$ cat config.mk
export PLATFORM = sky130hd
export DESIGN_NAME = rr_arbiter_lock
export DESIGN_NICKNAME = d
export VERILOG_FILES = /design/src/rtl/rr_arbiter_lock.sv
export SDC_FILE = /design/constraint.sdc
export NUM_CORES = 1
export LEC_CHECK = 0
export BUFFER_PORTS_ARGS = -buffer_cell sky130_fd_sc_hd__clkbuf_2
export CAP_MARGIN = 20
export CORE_MARGIN = 2
export CORE_UTILIZATION = 44
export CTS_CLUSTER_SIZE = 28
export DETAILED_ROUTE_END_ITERATION = 16
export GPL_ROUTABILITY_DRIVEN = 0
export PLACE_DENSITY = 0.8
export SKIP_CTS_REPAIR_TIMING = 1
export SYNTH_ARGS = -nofsm -noshare
export SYNTH_HDL_FRONTEND = slang
export SYNTH_SLANG_ARGS = --single-unit
$ cat constraint.sdc
create_clock -name clk -period 2 [get_ports clk]
set_clock_uncertainty 0.05 [all_clocks]
set_input_delay 0.3 -clock clk [delete_from_list [all_inputs] [get_ports clk]]
set_output_delay 0.3 -clock clk [all_outputs]
set_load 0.05 [all_outputs]
$ cat src/rtl/rr_arbiter_lock.sv
`default_nettype none
// ============================================================================
//  Module      : rr_arbiter_lock
//  Description : Round-robin arbiter with a rotating one-hot priority pointer,
//                a registered one-hot grant, optional packet lock and a hold
//                limit that forces release under contention.
//  Revision    : 1.0 - initial release
// ----------------------------------------------------------------------------
//  Parameters
//    NUM_REQ    number of requesters (>= 2)
//    RESET_PTR  requester index holding highest priority after reset
//    LOCK_EN    1: hold grant while granted request stays high
//               0: re-arbitrate every cycle
//    MAX_HOLD   max consecutive grant cycles while another request is
//               pending (0 = unlimited)
//  Ports
//    clk               clock, all state updates on rising edge
//    reset             synchronous active-high reset
//    req_i             level-sensitive request vector
//    grant_o           registered one-hot grant, zero when idle
//    grant_valid_o     registered OR of grant_o
//    grant_idx_o       binary index of current grant, 0 when idle
//    priority_order_o  registered one-hot priority pointer
// ============================================================================
module rr_arbiter_lock #(
  parameter int NUM_REQ   = 4,
  parameter int RESET_PTR = 2,
  parameter int LOCK_EN   = 1,
  parameter int MAX_HOLD  = 16
) (
  input  logic                                          clk,
  input  logic                                          reset,
  input  logic [NUM_REQ-1:0]                            req_i,
  output logic [NUM_REQ-1:0]                            grant_o,
  output logic                                          grant_valid_o,
  output logic [((NUM_REQ > 1) ? $clog2(NUM_REQ) : 1)-1:0] grant_idx_o,
  output logic [NUM_REQ-1:0]                            priority_order_o
);

  localparam int IDX_W  = (NUM_REQ > 1) ? $clog2(NUM_REQ) : 1;
  localparam int HOLD_W = (MAX_HOLD > 0) ? $clog2(MAX_HOLD + 1) : 1;

  // With MAX_HOLD = 0 the counter has no limit to reach; it simply saturates
  // at its own all-ones value and never triggers expiry.
  localparam logic [HOLD_W-1:0] HOLD_MAX =
    (MAX_HOLD > 0) ? HOLD_W'(MAX_HOLD) : {HOLD_W{1'b1}};
  localparam logic [HOLD_W-1:0] HOLD_ONE = HOLD_W'(1);

  localparam logic [NUM_REQ-1:0] VEC_ONE = NUM_REQ'(1);
  localparam logic [NUM_REQ-1:0] PTR_RST = VEC_ONE << RESET_PTR;

  typedef enum logic {
    IDLE  = 1'b0,
    GRANT = 1'b1
  } state_e;

  state_e               state_q, state_d;
  logic [NUM_REQ-1:0]   grant_q, grant_d;
  logic                 valid_q, valid_d;
  logic [IDX_W-1:0]     idx_q, idx_d;
  logic [NUM_REQ-1:0]   ptr_q, ptr_d;
  logic [HOLD_W-1:0]    hold_q, hold_d;

  // --------------------------------------------------------------------------
  // Round-robin search
  // --------------------------------------------------------------------------
  // Requests at or above the pointer index take precedence; (ptr - 1)
  // inverted gives a mask of exactly those positions. If none is set there,
  // the search wraps around to the lowest request overall.
  logic [NUM_REQ-1:0]   hi_req;
  logic [NUM_REQ-1:0]   pick_vec;
  logic [NUM_REQ-1:0]   win_oh;
  logic [IDX_W-1:0]     win_idx;
  logic                 win_found;
  logic [NUM_REQ-1:0]   win_next_ptr;

  always_comb begin
    hi_req    = req_i & ~(ptr_q - VEC_ONE);
    pick_vec  = (|hi_req) ? hi_req : req_i;
    win_found = |req_i;
    win_oh    = '0;
    win_idx   = '0;
    // Descending scan so the lowest set bit is the last one written.
    for (int i = NUM_REQ - 1; i >= 0; i--) begin
      if (pick_vec[i]) begin
        win_oh    = '0;
        win_oh[i] = 1'b1;
        win_idx   = IDX_W'(i);
      end
    end
    // Winner becomes lowest priority: pointer moves one past it.
    win_next_ptr = {win_oh[NUM_REQ-2:0], win_oh[NUM_REQ-1]};
  end

  // --------------------------------------------------------------------------
  // Keep / expiry decision
  // --------------------------------------------------------------------------
  logic other_req;
  logic expired;
  logic keep;

  always_comb begin
    other_req = |(req_i & ~grant_q);
    expired   = (MAX_HOLD != 0) && (hold_q == HOLD_MAX) && other_req;
    keep      = (state_q == GRANT) && (LOCK_EN != 0)
                && (|(req_i & grant_q)) && !expired;
  end

  // --------------------------------------------------------------------------
  // Next-state logic
  // --------------------------------------------------------------------------
  always_comb begin
    state_d = state_q;
    grant_d = grant_q;
    valid_d = valid_q;
    idx_d   = idx_q;
    ptr_d   = ptr_q;
    hold_d  = hold_q;

    if (keep) begin
      // Locked: only the hold counter moves, saturating at its limit.
      if (hold_q != HOLD_MAX) begin
        hold_d = hold_q + HOLD_ONE;
      end
    end else if (win_found) begin
      state_d = GRANT;
      grant_d = win_oh;
      valid_d = 1'b1;
      idx_d   = win_idx;
      ptr_d   = win_next_ptr;
      hold_d  = HOLD_ONE;
    end else begin
      // Nobody requesting: go idle, pointer keeps its position.
      state_d = IDLE;
      grant_d = '0;
      valid_d = 1'b0;
      idx_d   = '0;
      hold_d  = '0;
    end
  end

  // --------------------------------------------------------------------------
  // State and registered outputs
  // --------------------------------------------------------------------------
  always_ff @(posedge clk) begin
    if (reset) begin
      state_q <= IDLE;
      grant_q <= '0;
      valid_q <= 1'b0;
      idx_q   <= '0;
      ptr_q   <= PTR_RST;
      hold_q  <= '0;
    end else begin
      state_q <= state_d;
      grant_q <= grant_d;
      valid_q <= valid_d;
      idx_q   <= idx_d;
      ptr_q   <= ptr_d;
      hold_q  <= hold_d;
    end
  end

  assign grant_o          = grant_q;
  assign grant_valid_o    = valid_q;
  assign grant_idx_o      = idx_q;
  assign priority_order_o = ptr_q;

endmodule
`default_nettype wire

== Word level (Yosys, flattened, before mapping) ==
Cells that the tools add are included.
Cells by class
  reduce and logical (&&, ||, !) cells: 9
  bitwise operators: 6
  $add $sub $neg: 2
  mux-type cells: 15
  eq/ne operators: 3
Operators by type and width (count)
  two-way mux 4 bit: 6
  OR reduction 4 bit: 4
  AND 4 bit: 3
  two-way mux 2 bit: 5
  two-way mux 5 bit: 2
  NOT 4 bit: 2
  adder 5 x 1 -> 5 bit, second input constant: 1
  == test 5 bit, second input constant: 1
  != test 5 bit, second input constant: 1
  subtractor 4 x 1 -> 4 bit, second input constant: 1
  logical AND 1 bit: 3
  two-way mux 1 bit: 2
  != test 2 x 1 -> 1 bit, second input constant: 1
  AND reduction 2 bit: 1
  zero test 1 bit: 1
  NOT 1 bit: 1
Word-level totals
  flip-flop bits (word level): 16
  output and inout bits: 11
  logic and storage cells: 40
  input bits: 6

== Longest topological paths before layout ==
Gate-level depths: netlist of the first run.
  depth after elaboration: 10
  depth in mapped cells: 7

== Worst setup path before layout of the first run ==
OpenSTA, ideal clock, no wires.
  path kind: register -> register
  from: reg ptr_q[0] (netlist: priority_order_o[0])
  to: reg ptr_q[1] (netlist: priority_order_o[1])
  path slack: -0.305 ns
  arrival time: 2.188 ns
  stages on the path, launching flop included: 8
  buffers on the path: 0
  data required time: 1.883 ns
  path through: dfxtp_1 > inv_1 > ha_1 > a22oi_1 > nand2_1 > o31ai_4 > or3b_1 > a21oi_2
Between the ends
  longest elaborated chain between the ends: 8
RTL lines
  start: declaration: line 61  | logic [NUM_REQ-1:0] ptr_q, ptr_d;
  start signal: assignment: line 158  | ptr_q <= ptr_d;
  subtractor 4 x 1 -> 4 bit *: line 78  | hi_req = req_i & ~(ptr_q - VEC_ONE);
  NOT 4 bit *: line 78
  AND 4 bit *: line 78
  OR reduction 4 bit: line 79  | pick_vec = (|hi_req) ? hi_req : req_i;
  two-way mux 4 bit *: line 79
  two-way mux 4 bit (2 in a row): line 85  | if (pick_vec[i]) begin
  two-way mux 4 bit *: line 85
Every way passes the cells marked *; elsewhere a longest branch is shown, timed or not.
A chain may end at the register's enable or synchronous reset.

== Final worst setup path of the first run ==
  from: reg ptr_q[1] (netlist: priority_order_o[1])
  to: reg grant_q[1] (netlist: grant_o[1])
Between the ends
  longest elaborated chain between the ends: 9
RTL lines
  subtractor 4 x 1 -> 4 bit *: line 78
  NOT 4 bit *: line 78
  AND 4 bit *: line 78
  OR reduction 4 bit: line 79
  two-way mux 4 bit *: line 79
  two-way mux 4 bit (2 in a row): line 85
  two-way mux 4 bit *: line 85
  two-way mux 4 bit *: line 125  | end else if (win_found) begin
  end signal: assignment: line 155  | grant_q <= grant_d;
  end: declaration: line 58  | logic [NUM_REQ-1:0] grant_q, grant_d;
Marks and branches as above.

==> results of run 1 <==
## critical path, stage by stage, from the launching register on
cell and delay [ns]:
dfxtp_4 0.37, or4_1 0.50, and3_4 0.19, o31a_1 0.32
or3_1 0.33, a21oi_1 0.15
## power breakdown
group          switching (mW)  internal, mW  leakage, nW
combinational           0.619         0.364        0.340
clock                   0.108         0.111       0.0210
sequential             0.0828         0.426        0.134
## area by class of cell
type | instances | area (um2)
Clock buffer | 4 | 36.3
Fill cell | 143 | 631
Inverter | 4 | 17.5
Multi-Input combinational cell | 68 | 517
Sequential cell | 16 | 335
Tap cell | 25 | 31.3
Timing Repair Buffer | 29 | 178
## placed cells by master (no fill, tap or decap), types with 2 or more instances in the layout
| cell type | synthesis | final |
|---|---|---|
| clkbuf_2 | 0 | 16 |
| buf_4 | 0 | 13 |
| dfxtp_1 | 16 | 10 |
| nand2_1 | 7 | 7 |
| nor2b_1 | 4 | 4 |
| nor2_1 | 4 | 4 |
| o21ai_0 | 5 | 4 |
| a21o_1 | 4 | 4 |
| a22o_1 | 3 | 3 |
| o21ai_1 | 2 | 3 |
| xnor2_1 | 3 | 3 |
| nor3_1 | 4 | 3 |
| clkbuf_4 | 0 | 3 |
| dfxtp_2 | 0 | 3 |
| dfxtp_4 | 0 | 3 |
| inv_1 | 4 | 2 |
| nor4_1 | 2 | 2 |
| or3_1 | 2 | 2 |
| nand3_1 | 2 | 2 |
| xor2_1 | 2 | 2 |
| a22o_2 | 2 | 2 |
| ha_1 | 3 | 2 |
## through the flow
stage          hold WS (ns)  power, mW
3_5_place_dp          0.399       1.44
2_1_floorplan         0.303       1.17
5_1_grt               0.215       1.81
3_3_place_gp          0.385       1.42
6_report              0.199       1.71
4_1_cts               0.176       1.67
## cells in the mapped netlist (3+ instances only)
cell type and number:
dfxtp_1 16, nand2_1 7, o21ai_0 5, a21o_1 4, inv_1 4, nor2_1 4
nor2b_1 4, nor3_1 4, a22o_1 3, ha_1 3, xnor2_1 3
## flip-flops by register name, summed over array words and instances (netlist names)
name / flops
hold_q: 5
grant_valid_o: 1
grant_idx_o: 2
priority_order_o: 4
grant_o: 4
## metal layers
metal | vias to the layer above | global-route usage | part of all wire
met5 | - | 0 | 0
met4 | 0 | 0.0667 | 0.010
met3 | 4 | 0.0462 | 0.050
met2 | 25 | 0.322 | 0.47
met1 | 364 | 0.265 | 0.47
li1 | 393 | - | -
## cells by family (layout without fill, tap and decap cells)
family | Yosys count | count (layout) | share of synthesized area
simple gates | 33 | 33 | 0.231
mux | 1 | 1 | 0.0122
buf+inv | 4 | 37 | 0.0182
xor+xnor | 5 | 5 | 0.0532
fa+ha+maj | 3 | 3 | 0.0456
compound gates | 26 | 26 | 0.251
flops | 16 | 16 | 0.389
## worst max path at each step
stage	cells after the start	end	from	slack, ns
2_1_floorplan	5	priority_order_o[1]	priority_order_o[3]	-0.009
3_3_place_gp	6	priority_order_o[3]	priority_order_o[1]	0.04
3_5_place_dp	5	priority_order_o[1]	priority_order_o[1]	0.02
4_1_cts	5	priority_order_o[1]	priority_order_o[1]	-0.01
5_1_grt	7	priority_order_o[1]	priority_order_o[1]	-0.04
6_report	5	grant_o[1]	priority_order_o[1]	0.01
==> flow_metrics.py, run 1 <==
metrics = {
    "timing": {
        "tns_ns": 0,
        "tightestPinTransition_ns": 0.387,
        "rsz0062_at_grt": "yes",
        "setup_viol": 0,
        "slew_viol_final": 0,
        "relSlewSlack": 0.740,
        "finalHoldViolCount": 0,
        "period_share": 0.994,
        "layout_setup_ws_ns": 0.0130,
        "max_clock_freq_mhz": 503,
        "period_needed_ns": 1.99,
    },
    "outcome": {
        "run_status": "completed",
    },
    "global_route": {
        "grt_pass1_wl_um": 3070,
        "grt.total_usage": 0.201,
        "grt_start_max_net_pins": 10,
        "grt_overflow_total": 0,
        "grt_pass1_vias": 702,
        "antenna_found_initial": 0,
    },
    "critical_path": {
        "reg2reg_depth": 5,
        "r2r-start": "priority_order_o[1]",
        "reg2reg_slack_ns": 0.01,
        "end_kind": "flop",
        "required_ns": 2.17,
        "critPathLaunchType": "flop",
        "rr_endpoint": "grant_o[1]",
        "cp.arrival_ns": 2.16,
        "cp_max_fo": 5,
        "path_class": "reg -> reg",
    },
    "min_path": {
        "min_to": "priority_order_o[1]",
        "holdPathStages": 2,
        "min-delay-start": "reset",
        "min_path_type": "in -> reg",
    },
    "placed_design": {
        "portBuffers": 16,
        "dpl.hpwl_um": 1530,
        "pre_cts_ws_ns": 0.0213,
        "dp.cells": 142,
        "place_area_um2": 1050,
    },
    "logic_synthesis": {
        "synth.distinct_cells": 35,
        "synth_area_um2": 823,
        "yosysTopAreaCell": "dfxtp_1",
        "ys_ff_latch": 16,
        "ys_seq_area_frac": 0.389,
        "synth_ff_type": "dfxtp_1",
        "synth_nets": 97,
        "ys_warn_count": 0,
        "synth_edf_count": 0,
        "synthTopCellsByArea": "dfxtp_1, ha_1, a21o_1",
        "avgSynthCellArea_um2": 9.36,
        "synth_top_area_share": 0.389,
        "synthArstFlopShare": 0,
        "synth_cells": 88,
    },
    "die": {
        "die_h_um": 47.3,
        "rows": 15,
        "ioPinCount": 17,
        "die_area_um2": 2230,
        "initial_core_util": 0.472,
        "core-area_um2": 1750,
        "die_w_um": 47.3,
    },
    "drt": {
        "antenna_left": 0,
        "finalWirelength_um": 1990,
        "drtPass1Iterations": 4,
        "vias": 786,
        "routedWlPerCell_um": 13.6,
        "drt-initial-drc-count": 23,
        "vias_per_cell": 5.38,
        "drc": 0,
    },
    "clock_tree": {
        "tritoncts": "done",
        "root_buffer": "clkbuf_4",
        "path_clk_slew_ns": 0.09,
        "clockBufferDepth": 2,
        "numCtsBuffers": 3,
        "htree_levels": 1,
        "cts.sinks": 16,
        "clk_latency_ns": 0.29,
    },
    "run": {
        "max-cap-violations": 0,
    },
    "power": {
        "ir_drop_mv": 1.34,
        "p_leak_nw": 0.495,
        "powerDensity_nw_per_um2": 1540,
    },
    "layout": {
        "diodes": 0,
        "layout-drive-gt1-share": 0.446,
        "utilization": 0.639,
        "design_area_um2": 1110,
        "final_cells": 146,
        "layout.nets": 131,
        "area_delta_synth_final_pct": 35.4,
    },
}
(Power assumes the default switching activity.)
==> run 2: changes to the inputs <==
Settings changed: ABC_AREA set to 1, PLACE_DENSITY 0.8 to 0.79.
==> flow_metrics.py, run 2 <==
metrics = {
    "layout": {
        "utilization": 0.527,
        "layout_common_cells": "nand2_1, inv_1, clkbuf_2",
        "area_delta_synth_final_pct": 15.7,
        "diodes": 0,
        "final_common_cell": "nand2_1",
        "n_fill_cell": 196,
        "layout-drive-gt1-share": 0.231,
        "design_area_um2": 1010,
        "layout.nets": 154,
        "largest_reg_flops": 5,
        "top_register": "hold_q",
    },
    "placed_design": {
        "dpl.hpwl_um": 1510,
        "place_area_um2": 991,
        "portBuffers": 16,
    },
    "clock_tree": {
        "path_clk_slew_ns": 0.09,
        "htree_levels": 1,
        "numCtsBuffers": 3,
        "clockBufferDepth": 2,
        "root_buffer": "clkbuf_4",
        "tritoncts": "done",
        "cts.sinks": 16,
        "clk_latency_ns": 0.28,
    },
    "logic_synthesis": {
        "ys_ff_latch": 16,
        "synth.distinct_cells": 23,
        "synthTopCellsByArea": "dfxtp_1, nand2_1, inv_1",
        "synth_edf_count": 0,
        "yosysTopAreaCell": "dfxtp_1",
        "avgSynthCellArea_um2": 7.06,
        "ys_warn_count": 0,
        "synth_top_area_share": 0.366,
        "synth_ff_type": "dfxtp_1",
        "synth_most_common_cell": "nand2_1",
        "ys_seq_area_frac": 0.366,
        "synth_nets": 133,
        "synth_cells": 124,
        "synthArstFlopShare": 0,
        "synth_area_um2": 876,
        "synthTopCellsByCount": "nand2_1, inv_1, dfxtp_1, nand3_1, nor2_1",
    },
    "critical_path": {
        "crit_family": "simple AND/OR/NAND/NOR gates",
        "crit_path_start": "priority_order_o[0]",
        "end_kind": "flop",
        "reg2reg_depth": 12,
        "critPathLaunchType": "flop",
        "reg2reg_slack_ns": 0.22,
        "required_ns": 2.12,
        "cpPeakStageDelay_ns": 0.36,
        "cpMaxStageDelayCell": "dfxtp_2",
        "cp.depth": 12,
        "path_common_cell": "nand2_1",
        "r2r-start": "priority_order_o[0]",
        "rr_endpoint": "grant_o[3]",
        "crit_chain": "inv_1, ha_1, nand2_1, nand2_1, inv_1, nand2_1, inv_1, nand2_1, o21ai_2, nor2_4, nand3b_1, nand2_1",
        "cp.arrival_ns": 1.90,
        "endpoint": "grant_o[3]",
        "cp_max_fo": 4,
        "path_class": "reg -> reg",
        "path_buf_inv": 3,
    },
    "global_route": {
        "grt_start_max_net_pins": 9,
        "antenna_found_initial": 0,
        "grt.total_usage": 0.183,
        "grt_pass1_vias": 845,
        "grt_overflow_total": 0,
        "grt_pass1_wl_um": 3440,
    },
    "drt": {
        "drt-initial-drc-count": 20,
        "dr_wl_met3_um": 101,
        "wl_met1_um": 723,
        "met2_length_um": 968,
        "finalWirelength_um": 1860,
        "vias": 847,
        "drc": 0,
        "drtPass1Iterations": 4,
        "top_layer": "met4",
        "routedWlPerCell_um": 10.9,
        "vias_per_cell": 4.98,
        "antenna_left": 0,
    },
    "timing": {
        "rsz0062_at_grt": "no",
        "tightestPinTransition_ns": 0.280,
        "finalHoldViolCount": 0,
        "relSlewSlack": 0.814,
        "period_share": 0.889,
        "setup_viol": 0,
        "slew_viol_final": 0,
        "period_needed_ns": 1.78,
        "max_clock_freq_mhz": 563,
        "tns_ns": 0,
    },
    "min_path": {
        "min_path_type": "in -> reg",
        "min-delay-start": "reset",
    },
    "outcome": {
        "run_status": "completed",
    },
    "die": {
        "die_area_um2": 2360,
        "die_w_um": 48.6,
        "rows": 16,
        "initial_core_util": 0.456,
        "die_h_um": 48.6,
        "core-area_um2": 1920,
        "ioPinCount": 17,
    },
    "power": {
        "powerDensity_nw_per_um2": 1560,
        "p_leak_nw": 0.522,
        "ir_drop_mv": 0.918,
    },
    "run": {
        "max-cap-violations": 0,
    },
}
==> run 2: metal layers <==
metal  vias up  global-route usage
li1        426                   -
met1       381               0.196
met2        29               0.331
met3        11              0.0340
met4         0               0.105
met5         -                   0
==> run 2: cell families (layout without fill, tap and decap cells) <==
kind of cell | count (synthesis) | count (layout) | synth area share
simple gates | 68 | 68 | 0.384
buf+inv | 22 | 41 | 0.0943
flops | 16 | 16 | 0.366
compound gates | 11 | 11 | 0.0729
xor+xnor | 4 | 4 | 0.0400
fa+ha+maj | 3 | 3 | 0.0429
==> run 2: worst min path at each step <==
stage | end | slack, ns | cells after the start
after detailed placement | grant_idx_o[0] | 0.39 | 2
final | grant_valid_o | 0.22 | 2
after floorplan | grant_valid_o | 0.32 | 1
after CTS | grant_valid_o | 0.21 | 2
after global placement | grant_idx_o[1] | 0.40 | 2
after global routing | grant_valid_o | 0.21 | 2
==> run 2: power breakdown <==
part           switching, mW  total (mW)  internal [mW]
sequential            0.0819       0.494          0.412
combinational          0.678       0.921          0.243
clock                 0.0919       0.162         0.0699
==> run 2: layout make-up <==
| cell class | count | area, um2 | share of cell area |
|---|---|---|---|
| timing repair buffer | 16 | 80.1 | 0.0790 |
| multi-input combinational | 86 | 473 | 0.467 |
| sequential | 16 | 322 | 0.317 |
| inverter | 22 | 82.6 | 0.0815 |
| tap | 27 | 33.8 | 0.0333 |
| clock buffer | 3 | 22.5 | 0.0222 |
==> run 2: per-stage QoR <==
step	total power, mW	setup WS, ns	instances	hold WS [ns]
global route	1.70	0.0255	170	0.213
global placement	1.39	0.337	167	0.397
detailed placement	1.42	0.255	167	0.395
floorplan	1.22	0.0868	124	0.322
finish	1.58	0.223	170	0.215
CTS	1.58	0.234	170	0.211
==> run 3: changes to the inputs <==
Settings changed: CORE_MARGIN 2 to not set.
==> flow_metrics.py, run 3 (synthesis gave the netlist of run 2 again) <==
metrics = {
    "critical_path": {
        "rr_endpoint": "grant_o[3]",
        "reg2reg_depth": 12,
        "cpMaxStageDelayCell": "dfxtp_2",
        "required_ns": 2.14,
        "cp_max_fo": 4,
        "cpPeakStageDelay_ns": 0.35,
        "path_class": "reg -> reg",
        "crit_chain": "inv_1, ha_1, nand2_1, nand2_1, inv_1, nand2_1, inv_1, nand2_1, o21ai_2, nor2_4, nand3b_1, nand2_1",
        "endpoint": "grant_o[3]",
        "reg2reg_slack_ns": 0.23,
        "critPathLaunchType": "flop",
        "crit_path_start": "priority_order_o[0]",
        "path_common_cell": "nand2_1",
        "cp.arrival_ns": 1.91,
        "end_kind": "flop",
        "r2r-start": "priority_order_o[0]",
    },
    "die": {
        "core-area_um2": 1800,
        "die_w_um": 46.6,
        "initial_core_util": 0.486,
        "rows": 15,
        "ioPinCount": 17,
        "die_h_um": 46.6,
        "die_area_um2": 2170,
    },
    "drt": {
        "finalWirelength_um": 1820,
        "drc": 0,
        "antenna_left": 0,
        "vias": 827,
        "drtPass1Iterations": 7,
        "vias_per_cell": 4.89,
        "drt-initial-drc-count": 21,
        "routedWlPerCell_um": 10.8,
    },
    "layout": {
        "layout-drive-gt1-share": 0.236,
        "diodes": 0,
        "layout_common_cells": "nand2_1, inv_1, clkbuf_2",
        "largest_reg_flops": 5,
        "top_register": "hold_q",
        "n_fill_cell": 182,
        "final_common_cell": "nand2_1",
        "area_delta_synth_final_pct": 17.0,
        "layout.nets": 154,
    },
    "clock_tree": {
        "tritoncts": "done",
        "path_clk_slew_ns": 0.09,
        "clockBufferDepth": 2,
        "root_buffer": "clkbuf_4",
        "cts.sinks": 16,
        "htree_levels": 1,
        "numCtsBuffers": 3,
        "clk_latency_ns": 0.29,
    },
    "timing": {
        "setup_viol": 0,
        "finalHoldViolCount": 0,
        "max_clock_freq_mhz": 566,
        "tns_ns": 0,
        "rsz0062_at_grt": "no",
        "slew_viol_final": 0,
        "period_needed_ns": 1.77,
        "relSlewSlack": 0.815,
        "tightestPinTransition_ns": 0.279,
        "period_share": 0.884,
    },
    "global_route": {
        "grt_pass1_wl_um": 2890,
        "grt.total_usage": 0.194,
        "grt_pass1_vias": 716,
        "grt_overflow_total": 0,
        "grt_start_max_net_pins": 10,
        "antenna_found_initial": 0,
    },
    "power": {
        "p_leak_nw": 0.530,
        "power.total_mw": 1.63,
        "powerDensity_nw_per_um2": 1590,
        "ir_drop_mv": 0.888,
    },
    "placed_design": {
        "dpl.hpwl_um": 1470,
        "portBuffers": 16,
    },
    "outcome": {
        "run_status": "completed",
    },
    "min_path": {
        "min_path_type": "in -> reg",
    },
    "run": {
        "max-cap-violations": 0,
    },
}
==> run 3: worst min-delay path by stage <==
stage	start	to	slack [ns]	cells past startpoint
6_report	reset	grant_valid_o	0.19	2
5_1_grt	reset	grant_valid_o	0.20	2
4_1_cts	reset	grant_valid_o	0.19	2
3_5_place_dp	grant_idx_o[1]	grant_idx_o[1]	0.39	2
3_3_place_gp	grant_idx_o[0]	grant_idx_o[0]	0.39	2
2_1_floorplan	reset	grant_valid_o	0.32	1
==> run 3: power by group <==
part	total [mW]	switching (mW)	leakage, nW	internal [mW]
Clock	0.216	0.105	0.0210	0.111
Sequential	0.490	0.0786	0.132	0.412
Combinational	0.922	0.679	0.377	0.243
Total	1.63	0.863	0.530	0.766
==> run 3: layout make-up <==
cell class                      count  area [um2]  area share
Inverter                           22        82.6      0.0806
Timing Repair Buffer               16        80.1      0.0781
Sequential cell                    16         322       0.314
Clock buffer                        4        36.3      0.0354
Multi-Input combinational cell     86         473       0.462
Tap cell                           25        31.3      0.0305
==> run 3: worst max-delay path, delay by kind of cell (launching register included) <==
kind	cells	cell delay, ns
fa+ha+maj	1	0.31
simple gates	7	0.51
buf+inv	3	0.21
flops	1	0.35
compound gates	1	0.22
==> run 3: per-stage QoR <==
stage	worst slack (ns)	cells	instance area (um2)	utilization	hold slack, ns
floorplan	0.0868	124	877	-	0.322
global placement	0.336	165	988	0.549	0.391
detailed placement	0.249	165	988	0.549	0.393
CTS	0.232	169	1020	0.569	0.187
global route	0.0603	169	1020	0.569	0.196
finish	0.233	169	1020	0.569	0.187
==> run 3: routing by layer <==
metal / GRT usage / share of wire / routed length (um) / vias up
met5: 0 / 0 / 0 / -
li1: - / - / - / 432
met3: 0.0706 / 0.058 / 105 / 10
met4: 0.114 / 0.046 / 83 / 0
met2: 0.311 / 0.45 / 826 / 23
met1: 0.218 / 0.44 / 807 / 362
